`config.mk`:
```
export PLATFORM = sky130hd
export DESIGN_NAME = hyper_traffic_gen
export DESIGN_NICKNAME = d
export VERILOG_FILES = /design/src/rtl/hyper_tg_pkg.sv /design/src/rtl/hyper_tg_pattern.sv /design/src/rtl/hyper_traffic_gen.sv
export SDC_FILE = /design/constraint.sdc
export NUM_CORES = 1
export LEC_CHECK = 0
export ABC_AREA = 1
export ABC_CLOCK_PERIOD_IN_PS = 1600
export CAP_MARGIN = 5
export CORE_MARGIN = 3
export CORE_UTILIZATION = 37
export CTS_BUF_LIST = sky130_fd_sc_hd__clkbuf_4
export CTS_CLUSTER_SIZE = 28
export DETAILED_ROUTE_END_ITERATION = 16
export SLEW_MARGIN = 10
export SYNTH_ARGS = -nofsm -noshare
export SYNTH_HDL_FRONTEND = slang
export SYNTH_SLANG_ARGS = --single-unit
```
`constraint.sdc`:
```
create_clock -name clk -period 1.6 [get_ports clk]
set_input_delay 0.16 -clock clk [delete_from_list [all_inputs] [get_ports clk]]
set_output_delay 0.16 -clock clk [all_outputs]
set_load 0.1 [all_outputs]
```
`src/rtl/hyper_tg_pkg.sv`:
```
// Shared types and constants for the HyperRAM traffic generator.
// LFSR taps are used only when HYPER_TG_LFSR_EN is defined.
package hyper_tg_pkg;

    typedef enum logic [2:0] {
        StStartup,
        StIdle,
        StWrIssue,
        StWrWait,
        StRdIssue,
        StRdWait,
        StDone
    } tg_state_e;

    localparam logic [1:0] MODE_WR   = 2'd0;
    localparam logic [1:0] MODE_RD   = 2'd1;
    localparam logic [1:0] MODE_WRV  = 2'd2;
    localparam logic [1:0] MODE_LOOP = 2'd3;

    // Right-shifting Galois masks for maximal-length polynomials
    localparam logic [63:0] LFSR_TAPS_16 = 64'h0000_0000_0000_B400;
    localparam logic [63:0] LFSR_TAPS_32 = 64'h0000_0000_8020_0003;
    localparam logic [63:0] LFSR_TAPS_64 = 64'hD800_0000_0000_0000;

    function automatic logic [63:0] lfsr_taps(input int unsigned width);
        case (width)
            16:      return LFSR_TAPS_16;
            64:      return LFSR_TAPS_64;
            default: return LFSR_TAPS_32;
        endcase
    endfunction

endpackage

```
`src/rtl/hyper_tg_pattern.sv`:
```
// Data pattern source: incrementing by default, Galois LFSR when
// HYPER_TG_LFSR_EN is defined. load takes priority over step.
module hyper_tg_pattern #(
    parameter int unsigned DATA_W = 32
) (
    input  logic              clk,
    input  logic              reset_l,
    input  logic              load,
    input  logic              step,
    input  logic [DATA_W-1:0] seed,
    output logic [DATA_W-1:0] value
);
`ifdef HYPER_TG_LFSR_EN
    import hyper_tg_pkg::*;

    localparam logic [DATA_W-1:0] TAPS = DATA_W'(lfsr_taps(DATA_W));

    logic [DATA_W-1:0] next_val;
    logic [DATA_W-1:0] load_val;

    always_comb begin
        next_val = value[0] ? ((value >> 1) ^ TAPS) : (value >> 1);
        // An all-zero state would lock the LFSR
        load_val = (seed == '0) ? DATA_W'(1) : seed;
    end
`else
    logic [DATA_W-1:0] next_val;
    logic [DATA_W-1:0] load_val;

    always_comb begin
        next_val = value + DATA_W'(1);
        load_val = seed;
    end
`endif

    always_ff @(posedge clk or negedge reset_l) begin
        if (!reset_l) begin
            value <= '0;
        end else if (load) begin
            value <= load_val;
        end else if (step) begin
            value <= next_val;
        end
    end

endmodule

```
`src/rtl/hyper_traffic_gen.sv`:
```
// Write/read-verify traffic engine in front of the hyper_xface request port.
// Define HYPER_TG_LFSR_EN to switch the data pattern from increment to LFSR.
module hyper_traffic_gen
    import hyper_tg_pkg::*;
#(
    parameter int unsigned       ADDR_W    = 32,
    parameter int unsigned       DATA_W    = 32,
    parameter int unsigned       START_DLY = 2000,
    parameter int unsigned       NUM_WORDS = 256,
    parameter logic [ADDR_W-1:0] ADDR_BASE = '0,
    parameter int unsigned       TIMEOUT   = 1023
) (
    input  logic                clk,
    input  logic                reset_l,
    input  logic                start,
    input  logic [1:0]          mode,
    input  logic [DATA_W-1:0]   seed,
    input  logic                busy,
    input  logic                rd_rdy,
    input  logic [DATA_W-1:0]   rd_d,
    output logic                wr_req,
    output logic                rd_req,
    output logic [ADDR_W-1:0]   addr,
    output logic [DATA_W-1:0]   wr_d,
    output logic [DATA_W/8-1:0] wr_byte_en,
    output logic                done,
    output logic                pass,
    output logic [15:0]         err_cnt,
    output logic [ADDR_W-1:0]   first_err_addr,
    output logic                timeout_err
);

    localparam int unsigned IDX_W = (NUM_WORDS > 1) ? $clog2(NUM_WORDS) : 1;
    localparam int unsigned DLY_W = $clog2(START_DLY + 2);
    localparam int unsigned WD_W  = $clog2(TIMEOUT + 2);

    localparam logic [IDX_W-1:0] LAST_IDX = IDX_W'(NUM_WORDS - 1);
    localparam logic [DLY_W-1:0] DLY_LAST = (START_DLY == 0) ? '0 : DLY_W'(START_DLY - 1);
    localparam logic [WD_W-1:0]  WD_LAST  = WD_W'(TIMEOUT - 1);

    tg_state_e         state_q;
    logic [DLY_W-1:0]  dly_q;
    logic [WD_W-1:0]   wd_q;
    logic [1:0]        skip_q;
    logic [IDX_W-1:0]  idx_q;
    logic [1:0]        mode_q;
    logic [DATA_W-1:0] seed_q;
    logic              got_rdy_q;
    logic              stop_q;

    logic              accept_start;
    logic              running;
    logic              wait_ok;
    logic              word_done;
    logic              last_word;
    logic              pat_load;
    logic              pat_step;
    logic [DATA_W-1:0] pat_seed;
    logic [DATA_W-1:0] pat_val;

    always_comb begin
        accept_start = start && ((state_q == StIdle) || (state_q == StDone));
        running      = (state_q == StWrIssue) || (state_q == StWrWait) ||
                       (state_q == StRdIssue) || (state_q == StRdWait);
        wait_ok      = (skip_q == 2'd0) && !busy;
        word_done    = ((state_q == StWrWait) && wait_ok) ||
                       ((state_q == StRdWait) && wait_ok && (got_rdy_q || rd_rdy));
        last_word    = (idx_q == LAST_IDX);
        // Every phase restarts the pattern from the latched seed
        pat_load     = accept_start || (word_done && last_word);
        pat_step     = word_done && !last_word;
        pat_seed     = accept_start ? seed : seed_q;
    end

    hyper_tg_pattern #(
        .DATA_W (DATA_W)
    ) u_pattern (
        .clk     (clk),
        .reset_l (reset_l),
        .load    (pat_load),
        .step    (pat_step),
        .seed    (pat_seed),
        .value   (pat_val)
    );

    assign pass = done && (err_cnt == 16'd0);

    always_ff @(posedge clk or negedge reset_l) begin
        if (!reset_l) begin
            state_q        <= StStartup;
            dly_q          <= '0;
            wd_q           <= '0;
            skip_q         <= 2'd0;
            idx_q          <= '0;
            mode_q         <= MODE_WR;
            seed_q         <= '0;
            got_rdy_q      <= 1'b0;
            stop_q         <= 1'b0;
            wr_req         <= 1'b0;
            rd_req         <= 1'b0;
            addr           <= '0;
            wr_d           <= '0;
            wr_byte_en     <= '0;
            done           <= 1'b0;
            err_cnt        <= 16'd0;
            first_err_addr <= '0;
            timeout_err    <= 1'b0;
        end else begin
            wr_req     <= 1'b0;
            rd_req     <= 1'b0;
            wr_byte_en <= '0;
            if (skip_q != 2'd0) skip_q <= skip_q - 2'd1;
            if (start && running && (mode_q == MODE_LOOP)) stop_q <= 1'b1;

            unique case (state_q)
                StStartup: begin
                    if (dly_q == DLY_LAST) state_q <= StIdle;
                    else dly_q <= dly_q + 1'b1;
                end
                StIdle, StDone: begin
                    if (start) begin
                        mode_q         <= mode;
                        seed_q         <= seed;
                        idx_q          <= '0;
                        done           <= 1'b0;
                        err_cnt        <= 16'd0;
                        first_err_addr <= '0;
                        timeout_err    <= 1'b0;
                        stop_q         <= 1'b0;
                        state_q        <= (mode == MODE_RD) ? StRdIssue : StWrIssue;
                    end
                end
                StWrIssue, StRdIssue: begin
                    if (!busy) begin
                        addr      <= ADDR_BASE + ADDR_W'(idx_q);
                        skip_q    <= 2'd2;
                        wd_q      <= '0;
                        got_rdy_q <= 1'b0;
                        if (state_q == StWrIssue) begin
                            wr_req     <= 1'b1;
                            wr_d       <= pat_val;
                            wr_byte_en <= '1;
                            state_q    <= StWrWait;
                        end else begin
                            rd_req  <= 1'b1;
                            state_q <= StRdWait;
                        end
                    end
                end
                StWrWait, StRdWait: begin
                    if (busy && (wd_q == WD_LAST)) begin
                        timeout_err <= 1'b1;
                        done        <= 1'b1;
                        state_q     <= StDone;
                    end else if (busy) begin
                        wd_q <= wd_q + 1'b1;
                    end
                    if ((state_q == StRdWait) && rd_rdy) begin
                        got_rdy_q <= 1'b1;
                        if (rd_d != pat_val) begin
                            if (err_cnt != 16'hFFFF) err_cnt <= err_cnt + 16'd1;
                            if (err_cnt == 16'd0) first_err_addr <= addr;
                        end
                    end
                    if (word_done) begin
                        if (!last_word) begin
                            idx_q   <= idx_q + 1'b1;
                            state_q <= (state_q == StWrWait) ? StWrIssue : StRdIssue;
                        end else begin
                            idx_q <= '0;
                            if (state_q == StWrWait && mode_q != MODE_WR) begin
                                state_q <= StRdIssue;
                            end else if (state_q == StRdWait && mode_q == MODE_LOOP &&
                                         !stop_q && !start) begin
                                state_q <= StWrIssue;
                            end else begin
                                done    <= 1'b1;
                                state_q <= StDone;
                            end
                        end
                    end
                end
                default: state_q <= StStartup;
            endcase
        end
    end

endmodule

```
==> results of run 1 <==
cell usage after synthesis (all sizes together) (4+ instances only):
cell type / n / area share
inv: 168 / 0.062
and2: 5 / 0.0031
mux2: 4 / 0.0044
clkbuf: 17 / 0.0063
nor2: 154 / 0.057
o21ai: 106 / 0.052
nand4: 15 / 0.0092
dfrtp: 171 / 0.42
ha: 7 / 0.0086
o211ai: 6 / 0.0044
nor3: 26 / 0.013
or2: 15 / 0.0092
xnor2: 17 / 0.015
nand2: 489 / 0.18
a21oi: 20 / 0.012
xor2: 35 / 0.030
nand3: 104 / 0.053
buf: 78 / 0.055
layout make-up:
| class | count | area [um2] |
|---|---|---|
| diodes | 1 | 2.50 |
| clock inverters | 8 | 171 |
| well taps | 341 | 427 |
| fillers | 2002 | 8320 |
| repair buffers | 499 | 5970 |
| clock buffers | 21 | 158 |
| multi-input cells | 1060 | 6890 |
| inverters | 168 | 699 |
| flip-flops and latches | 171 | 4330 |
| repair inverters | 4 | 58.8 |
per-layer routing:
layer,wire length (um),up-vias,global-route usage
li1,-,5375,-
met1,17400,5643,0.356
met2,21800,524,0.465
met3,2290,123,0.0341
met4,1830,0,0.0930
met5,0,-,0
timing repair:
action | 4_1_cts | 5_1_grt
setup buffers | 79 | 45
hold buffers | 3 | 0
gates resized for setup | 482 | 304
endpoints found under the setup margin | 154 | 174
endpoints found under the hold margin | 171 | 0
pin swaps | 95 | 102
gates cloned | 27 | 1
registers in the layout, summed over array words and instances, names as in the netlist, 2 cells and up:
register         flops
addr                 8
dly_q               11
err_cnt             16
first_err_addr       8
idx_q                8
mode_q               2
seed_q              32
skip_q               2
state_q              3
u_pattern.value     32
wd_q                11
wr_d                32
power by group through the flow:
stage          Combinational, mW  Sequential [mW]  Clock [mW]
2_1_floorplan               6.29             10.1           0
3_3_place_gp                16.7             7.10           0
3_5_place_dp                16.8             7.13           0
4_1_cts                     23.4             7.20        3.08
5_1_grt                     27.7             7.53        3.29
6_report                    26.5             7.41        3.12
worst paths after layout:
path	start	end	slack, ns	cells past startpoint
max	err_cnt[4]$_DFFE_PN0P_	pass	-0.54	7
max in group asynchronous	reset_l	err_cnt[8]$_DFFE_PN0P_	0.10	4
min in group asynchronous	reset_l	err_cnt[6]$_DFFE_PN0P_	0.54	3
min	seed[26]	seed_q[26]$_DFFE_PN0P_	0.15	3
max reg2reg	state_q[2]$_DFFE_PN0P_	u_pattern.value[3]$_DFFE_PN0P_	-0.42	13
min reg2reg	skip_q[0]$_DFF_PN0_	skip_q[0]$_DFF_PN0_	0.50	1
cells by family (layout without fill, tap and decap cells):
logic type	after synthesis	count (layout)
flops	171	171
buf+inv	263	700
xor+xnor	52	52
simple gates	810	810
compound gates	139	139
fa+ha+maj	7	7
other cells	1	49
mux	4	4
worst max-delay path, stage by stage (launching register included):
cell,delay [ns]
dfrtp_4,0.53
nor2_4,0.14
nand3_2,0.09
nor2_2,0.12
nand2_1,0.10
buf_6,0.13
nor2_4,0.09
buf_12,0.18
per-stage QoR:
step	hold slack [ns]	cell area (um2)	worst slack (ns)	setup TNS (ns)
6_report	0.146	18700	-0.537	-33.64
5_1_grt	0.142	18700	-0.610	-41.96
4_1_cts	0.104	17500	-0.469	-31.05
3_5_place_dp	0.0720	14400	-0.410	-23.72
3_3_place_gp	0.0700	14400	-0.384	-22.19
2_1_floorplan	-0.136	10500	-0.191	-3.77
==> summary.md, run 1 <==
| Metric | Value |
|---|---|
| Max clock buf depth | 2 |
| Initial DRC Count | 938 |
| Cts bufs inserted | 17 |
| Flops & latches, synth | 171 |
| Post-Synth Simple-Gate Area | 0.327 |
| Leakage power | 8.86 nW |
| Synth Area per Inst | 7.05 um2 |
| FMAX | 468 MHz |
| Nets | 1,999 |
| Multiplexer share of the synthesized area | 0.00441 |
| CP required | 1.44 ns |
| Grt ovf | 0 |
| Critical path fanouts, max | 2 |
| CTS HTree Levels | 4 |
| Die Area | between 0.02 and 0.03 mm2 |
| Switching fraction of total power | 0.489 |
| Max-cap viol count | 0 |
| Clock share of power | 0.084 |
| Synth unique cells | 37 |
| # clock sinks | 171 |
| Psw | between 15 and 20 mW |
| Non-filler cells, final | 2,273 |
| Most frequent cells in the layout | nand2_1 (309), buf_4 (205), dfrtp_1 (149), inv_1 (132), nor2_1 (123) |
| Most common cell after layout, fill and taps aside | nand2_1 |
| Root Buffer | clkbuf_4 |
| Via count | between 10,000 and 15,000 |
| Final setup viols | 153 |
| Synthesis-to-layout area growth | 83.3% |
| Share of cells above drive strength 1 | 0.453 |
| RSZ-0062 raised after global routing | yes |
| CTS tree | done |
| Tmin final | 2.14 ns |
| Least-Margin Pin Slew | around 0.56 ns |
| Pre-antenna DRT Iters | 5 |
| Final worst-path setup slack | -0.537 ns |
| ANT nets after route | 0 |
| Seq/Total Area, Yosys | 0.419 |
| Port bufs | 143 |
| Logic pwr share | 0.715 |
| Compound-Gate Fraction of Synth Area | 0.0734 |
| Worst Skew | ~0.026 ns |
| First-pass GRT wire length | 61.8 mm |
| Power, Total | 37.0 mW |
| Top_reg_cell synth | dfrtp_1 |
| Arrival time at the worst endpoint | 1.98 ns |
| Asr flop ratio synth | 1.00 |
| Maximum vdd drop | roughly 0.0011 V |
| P_int | 18.9 mW |
| Synth Area in Adders | 0.00858 |
| Row Count | 60 |
| DRT Wirelength | about 43 mm |
| HP Class | primary input to flop |
| Largest family of logic cells by synthesized area | simple AND/OR/NAND/NOR gates |
| Slew Viols, Final | 0 |
| Gpl congestion | 0.932 |
| Post-layout util | 0.692 |
| Failing checks | setup timing |
| Clock Pin Slew Worst Setup and Hold Paths | 0.15 ns |
| Worst setup path class | flop to output port |
| Boundary Pins | 192 |
| Initial antenna violation count | 1 |
| EDFF count, synth | 0 |
| Seq pwr share | 0.200 |
| Hold Vio Cnt, Final | 0 |
| Core area | 0.0270 mm2 |
| Post-Syn Area | 0.0102 mm2 |
| DR WL/cell | 19.1 um |
| Clock insertion delay at the later pin of the skew report | approximately 0.60 ns |
| Status | finished with violations |
| Post-Synth XOR/XNOR Area | 0.0446 |
| Pin count of the biggest net entering global routing | 57 |
| Dpl cells | around 2,100 |
| DRC Markers | 0 |
| Final HPWL DP | 26.5 mm |
| Die W | 172 um |
| Vias in the first global route | ~11,000 |
| Final worst path period share | 1.34 |
| Ys Warns | 0 |
| Gate Count Post-Synth | 1,447 |
| Worst setup EP type | output port |
| Global Route Usage Sum | 0.271 |
| Vias per inst | 5.13 |
| PwrDens | 1980 mW/mm2 |
| Die H | 172 um |
| Initial Utilization | 0.378 |
| Startpoint types | flop |
| Max-slew headroom | 0.623 |
Note: power is estimated with default switching activity, not from simulation.
==> run 2: changes to the inputs <==
- ABC_CLOCK_PERIOD_IN_PS: 1600 -> 2150
- clock period: 1.6 -> 2.15 ns (I/O delays scaled with it)
==> summary.md, run 2 (synthesis results as in run 1) <==
| Metric | Value |
|---|---|
| Via count | 9,521 (-18%) |
| Synthesis-to-layout area growth | 22.0% |
| Hold Vio Cnt, Final | 0 (unchanged) |
| Core area | 0.0270 mm2 (unchanged) |
| DRT Wirelength | 30.5 mm (-30%) |
| Max-cap viol count | 0 (unchanged) |
| Setup TNS | 0 ns (+33.64 ns) |
| Critical path fanouts, max | 8 (+6) |
| Root Buffer | clkbuf_4 |
| # clock sinks | 171 (unchanged) |
| Seq pwr share | 0.298 (+0.098) |
| Worst setup EP type | output port |
| Psw | 9.29 mW (-49%) |
| Slew Viols, Final | 0 (unchanged) |
| Least-Margin Pin Slew | 0.541 ns (-0.0195 ns) |
| Gpl congestion | 0.931 (-0.18%) |
| Slowest CP cell | dfrtp_2 |
| Initial antenna violation count | 2 (+1) |
| Nets | 1,706 (-15%) |
| Register-to-register setup slack | 0.15 ns (+0.57 ns) |
| CP required | 1.93 ns (+0.49 ns) |
| DR WL/cell | 15.4 um (-19%) |
| Vias in the first global route | 8,753 (-22%) |
| Switching fraction of total power | 0.541 (+0.0522) |
| Vias per inst | 4.80 (-6.5%) |
| Most frequent cell on the critical path | nor2_1 |
| Final setup viols | 0 (-100%) |
| Post-route cell area | 0.0125 mm2 (-33%) |
| P_int | 7.88 mW (-58%) |
| Global Route Usage Sum | 0.202 (-0.0689) |
| Logic pwr share | 0.571 (-0.144) |
| Leakage power | 6.13 nW (-31%) |
| HP Class | primary input to async pin |
| Arrival time at the worst endpoint | 1.83 ns (-0.15 ns) |
| Share of cells above drive strength 1 | 0.135 (-0.318) |
| Pin count of the biggest net entering global routing | 62 (+8.8%) |
| Max clock buf depth | 2 (unchanged) |
| Status | complete, no violations |
| Tmin final | 2.04 ns |
| CP cell instances | nor2_1, nand3_1, nor2_1, nand2_2, nor2_4, buf_12 |
| Worst setup path class | flop to output port |
| Clock share of power | 0.130 (+0.046) |
| PwrDens | 1380 mW/mm2 (-30%) |
| Clock Pin Slew Worst Setup and Hold Paths | 0.16 ns (about the same) |
| Most common cell after layout, fill and taps aside | nand2_1 |
| Row Count | 60 (unchanged) |
| CTS HTree Levels | 4 (unchanged) |
| Most frequent cells in the layout | nand2_1 (482), inv_1 (159), dfrtp_1 (158), nor2_1 (150), buf_4 (131) |
| Final worst path period share | 0.950 |
| Crit path largest cell delay | 0.50 ns (-0.03 ns) |
| DRC Markers | 0 (unchanged) |
| Cts bufs inserted | 17 (unchanged) |
| Port bufs | 143 (unchanged) |
| Die Area | 0.0296 mm2 (unchanged) |
| Worst Skew | 0.0288 ns (+0.00270 ns) |
| Post-place setup slack | 0.0938 ns (+0.504 ns) |
| Biggest regs | seed_q: 32 flops, u_pattern.value: 32 flops, wr_d: 32 flops |
| Max-slew headroom | 0.638 (+0.0145) |
| Boundary Pins | 192 (unchanged) |
| Maximum vdd drop | 0.000699 V (-36%) |
| Pre-antenna DRT Iters | 7 (+2) |
| First-pass GRT wire length | 46.9 mm (-24%) |
| CTS tree | done |
| Final worst-path setup slack | 0.107 ns (+0.644 ns) |
| Die W | 172 um (unchanged) |
| Initial DRC Count | 707 (-25%) |
| Initial Utilization | 0.378 (unchanged) |
| FMAX | 489 MHz |
| Grt ovf | 0 (unchanged) |
| Die H | 172 um (unchanged) |
| Clock insertion delay at the later pin of the skew report | 0.58 ns (-0.02 ns) |
| Post-DP Area | 0.0120 mm2 (-17%) |
| ANT nets after route | 0 (unchanged) |
| Final HPWL DP | 23.9 mm (-9.7%) |
| Startpoint types | flop |
-- run 2: cell types whose count changed in the layout (fill, tap and decap cells not counted), moves of 17 or more --
cell,change
nand2_1,+173
buf_12,-93
buf_6,-85
nand2_4,-85
nand2_2,-81
buf_4,-74
o21ai_0,+63
o21ai_2,-48
nand3_1,+36
inv_1,+27
nor2_1,+27
nand3_2,-23
buf_8,-19
inv_2,-17
-- run 2: worst max-delay path, delay by kind of cell (launching register included) --
kind                   cells  cell delay (ns)
DFF                        1             0.50
buffers and inverters      1             0.18
and+or+nand+nor            5             0.58
-- run 2: per-stage QoR --
stage,hold WS (ns),total power [mW],std cells,util
after floorplan,-0.0806,12.1,1494,-
after global placement,0.188,14.9,1940,0.443
after detailed placement,0.187,14.9,1940,0.443
after CTS,0.0908,17.2,1973,0.457
after global routing,0.0655,18.3,1984,0.461
final,0.111,17.2,1984,0.461
-- run 2: area by class of cell --
cell class	instances	area, um2
fill	2762	14600
multi-input combinational	1060	4900
sequential	171	4300
timing repair buffer	210	1860
inverter	168	633
tap	341	427
clock inverter	14	208
clock buffer	18	135
antenna	2	5.00
-- run 2: final timing paths --
check                                       start                             end  cells past startpoint
max                        err_cnt[3]$_DFFE_PN0P_                            pass                      6
max in group asynchronous                 reset_l          err_cnt[2]$_DFFE_PN0P_                      3
max reg2reg                  idx_q[1]$_DFFE_PN0P_  u_pattern.value[2]$_DFFE_PN0P_                     11
min in group clk                         seed[26]          seed_q[26]$_DFFE_PN0P_                      3
min                                       reset_l             wd_q[7]$_DFFE_PN0P_                      2
min reg2reg                   skip_q[0]$_DFF_PN0_             skip_q[0]$_DFF_PN0_                      1
-- run 2: power by group through the flow --
stage	Combinational, mW	Sequential (mW)	Clock, mW
detailed placement	9.76	5.19	0
CTS	9.78	5.13	2.32
finish	9.81	5.12	2.24
floorplan	4.64	7.47	0
global route	10.7	5.25	2.44
global placement	9.68	5.19	0
-- run 2: layer usage --
layer  wire, um  part of all wire  track usage  up-vias
li1           -                 -            -     4775
met1      13300              0.44        0.268     4427
met2      15000              0.49        0.345      283
met3       1660             0.055       0.0361       36
met4        459             0.015       0.0496        0
met5          0                 0            0        -
-- run 2: what timing repair did --
action	in CTS	in global routing
setup buffers	0	9
setup endpoints to repair	0	20
hold buffers	1	0
gates resized for setup	0	16
endpoints found under the hold margin	144	0
==> run 3: changes to the inputs <==
- SKIP_CTS_REPAIR_TIMING: not set -> 1
==> summary.md, run 3 (synthesis results as in run 1) <==
| Metric | Value |
|---|---|
| Gpl congestion | 0.931 (unchanged) |
| CTS tree | done |
| Clock insertion delay at the later pin of the skew report | 0.58 ns (about the same) |
| Die W | 172 um (unchanged) |
| Register-to-register setup slack | 0.14 ns (about the same) |
| Least-Margin Pin Slew | 0.542 ns (+0.000935 ns) |
| Port bufs | 143 (unchanged) |
| Die H | 172 um (unchanged) |
| Pre-antenna DRT Iters | 5 (-2) |
| Post-layout util | 0.461 (unchanged) |
| Reg-to-Reg End | u_pattern.value[2]$_DFFE_PN0P_ |
| Initial Utilization | 0.378 (unchanged) |
| Arrival time at the worst endpoint | 1.83 ns (about the same) |
| Critical path fanouts, max | 8 (unchanged) |
| Nets | 1,706 (unchanged) |
| CTS HTree Levels | 4 (unchanged) |
| CP Depth | 6 (unchanged) |
| CP required | 1.93 ns (about the same) |
| FMAX | 490 MHz (about the same) |
| Die Area | 0.0296 mm2 (unchanged) |
| Row Count | 60 (unchanged) |
| Reg2reg path depth | 11 (unchanged) |
| Biggest regs | seed_q: 32 flops, u_pattern.value: 32 flops, wr_d: 32 flops |
| ANT nets after route | 0 (unchanged) |
| Filler instances | 2,762 (unchanged) |
| Status | complete, no violations |
| Share of cells above drive strength 1 | 0.135 (unchanged) |
| Maximum vdd drop | 0.000699 V (about the same) |
| CP Buf/Inv Count | 1 (unchanged) |
| Max clock buf depth | 2 (unchanged) |
| Synthesis-to-layout area growth | 22.0% (unchanged) |
| Root Buffer | clkbuf_4 |
| Grt ovf | 0 (unchanged) |
| # clock sinks | 171 (unchanged) |
| Via count | 9,534 (+0.14%) |
| DRT Wirelength | 30.5 mm (about the same) |
| Final setup viols | 0 (unchanged) |
| PwrDens | 1380 mW/mm2 (about the same) |
| WHS | 0.107 ns (-0.00409 ns) |
| Final HPWL DP | 23.9 mm (unchanged) |
| Max-cap viol count | 0 (unchanged) |
| Initial DRC Count | 662 (-6.4%) |
| Most common cell after layout, fill and taps aside | nand2_1 |
| Cts bufs inserted | 17 (unchanged) |
| Max-slew headroom | 0.637 (about the same) |
| Tmin final | 2.04 ns (-0.00110 ns) |
| Pin count of the biggest net entering global routing | 62 (unchanged) |
| Worst setup EP type | output port |
| Crit path largest cell delay | 0.50 ns (about the same) |
| HP Class | primary input to async pin |
| Clock Pin Slew Worst Setup and Hold Paths | 0.16 ns (about the same) |
| DRC Markers | 0 (unchanged) |
| Hold Vio Cnt, Final | 0 (unchanged) |
| Initial antenna violation count | 2 (unchanged) |
| Worst Skew | 0.0294 ns (+0.000665 ns) |
| Worst setup path class | flop to output port |
| Core area | 0.0270 mm2 (unchanged) |
| Vias per inst | 4.81 (+0.14%) |
| Final worst path period share | 0.950 (about the same) |
| Vias in the first global route | 8,753 (unchanged) |
| Slew Viols, Final | 0 (unchanged) |
| Most frequent cell on the critical path | nor2_1 |
| First-pass GRT wire length | 46.9 mm (unchanged) |
| Slowest CP cell | dfrtp_2 |
| Startpoint types | flop |
| Global Route Usage Sum | 0.202 (unchanged) |
| Cell family with most CP delay | simple AND/OR/NAND/NOR gates |
| Boundary Pins | 192 (unchanged) |
| DR WL/cell | 15.4 um (about the same) |
| CP cell instances | nor2_1, nand3_1, nor2_1, nand2_2, nor2_4, buf_12 |
| Worst reg2reg startpoint | idx_q[1]$_DFFE_PN0P_ |
| Leakage power | 6.13 nW (unchanged) |
| Most frequent cells in the layout | nand2_1 (482), inv_1 (159), dfrtp_1 (158), nor2_1 (150), buf_4 (131) |
==> run 3: cell counts in the layout (fill, tap and decap cells not counted) <==
Identical to the previous run, type by type.
==> run 3: area by class of cell <==
| type | instances | area (um2) | share of cell area |
|---|---|---|---|
| well taps | 341 | 427 | 0.0343 |
| clock inverters | 14 | 208 | 0.0167 |
| clock buffers | 18 | 135 | 0.0108 |
| diodes | 2 | 5.00 | 0.000402 |
| flip-flops and latches | 171 | 4300 | 0.345 |
| inverters | 168 | 633 | 0.0508 |
| repair buffers | 210 | 1860 | 0.149 |
| multi-input cells | 1060 | 4900 | 0.393 |
==> run 3: worst max-delay path by stage <==
stage,startpoint,endpoint,slack (ns)
6_report,err_cnt[3]$_DFFE_PN0P_,pass,0.11
3_5_place_dp,rd_d[31],first_err_addr[5]$_DFFE_PN0P_,0.09
3_3_place_gp,rd_d[31],first_err_addr[2]$_DFFE_PN0P_,0.12
2_1_floorplan,err_cnt[5]$_DFFE_PN0P_,err_cnt[11]$_DFFE_PN0P_,0.003
4_1_cts,err_cnt[0]$_DFFE_PN0P_,pass,0.03
5_1_grt,state_q[1]$_DFFE_PN0P_,u_pattern.value[27]$_DFFE_PN0P_,-0.02
==> run 3: through the flow <==
step | TNS, ns | cell area [um2] | total power, mW | cells | setup WS [ns]
floorplan | 0 | 10400 | 12.1 | 1494 | 0.00277
global placement | 0 | 12000 | 14.9 | 1940 | 0.115
detailed placement | 0 | 12000 | 14.9 | 1940 | 0.0938
CTS | 0 | 12300 | 17.2 | 1972 | 0.0282
global route | -0.0209 | 12500 | 18.3 | 1984 | -0.0192
finish | 0 | 12500 | 17.2 | 1984 | 0.108
==> run 3: layer usage <==
metal	GRT usage	vias up	part of all wire
met4	0.0496	0	0.015
met2	0.345	286	0.49
met3	0.0361	35	0.052
met1	0.268	4439	0.44
met5	0	-	0
li1	-	4774	-
==> run 3: report_power, final <==
group | leakage [nW] | total, mW | switching, mW | internal, mW
sequential | 2.18 | 5.13 | 0.859 | 4.27
combinational | 3.76 | 9.81 | 7.17 | 2.64
clock | 0.182 | 2.24 | 1.27 | 0.969
total | 6.13 | 17.2 | 9.30 | 7.88
==> run 3: worst reg2reg max path, delay by kind of cell, from the launching register on <==
kind                       cells  cell delay [ns]
and+or+nand+nor                6             0.79
DFF                            1             0.41
buffers and inverters          2             0.38
adders and majority gates      1             0.21
AOI/OAI and AO/OA              2             0.15
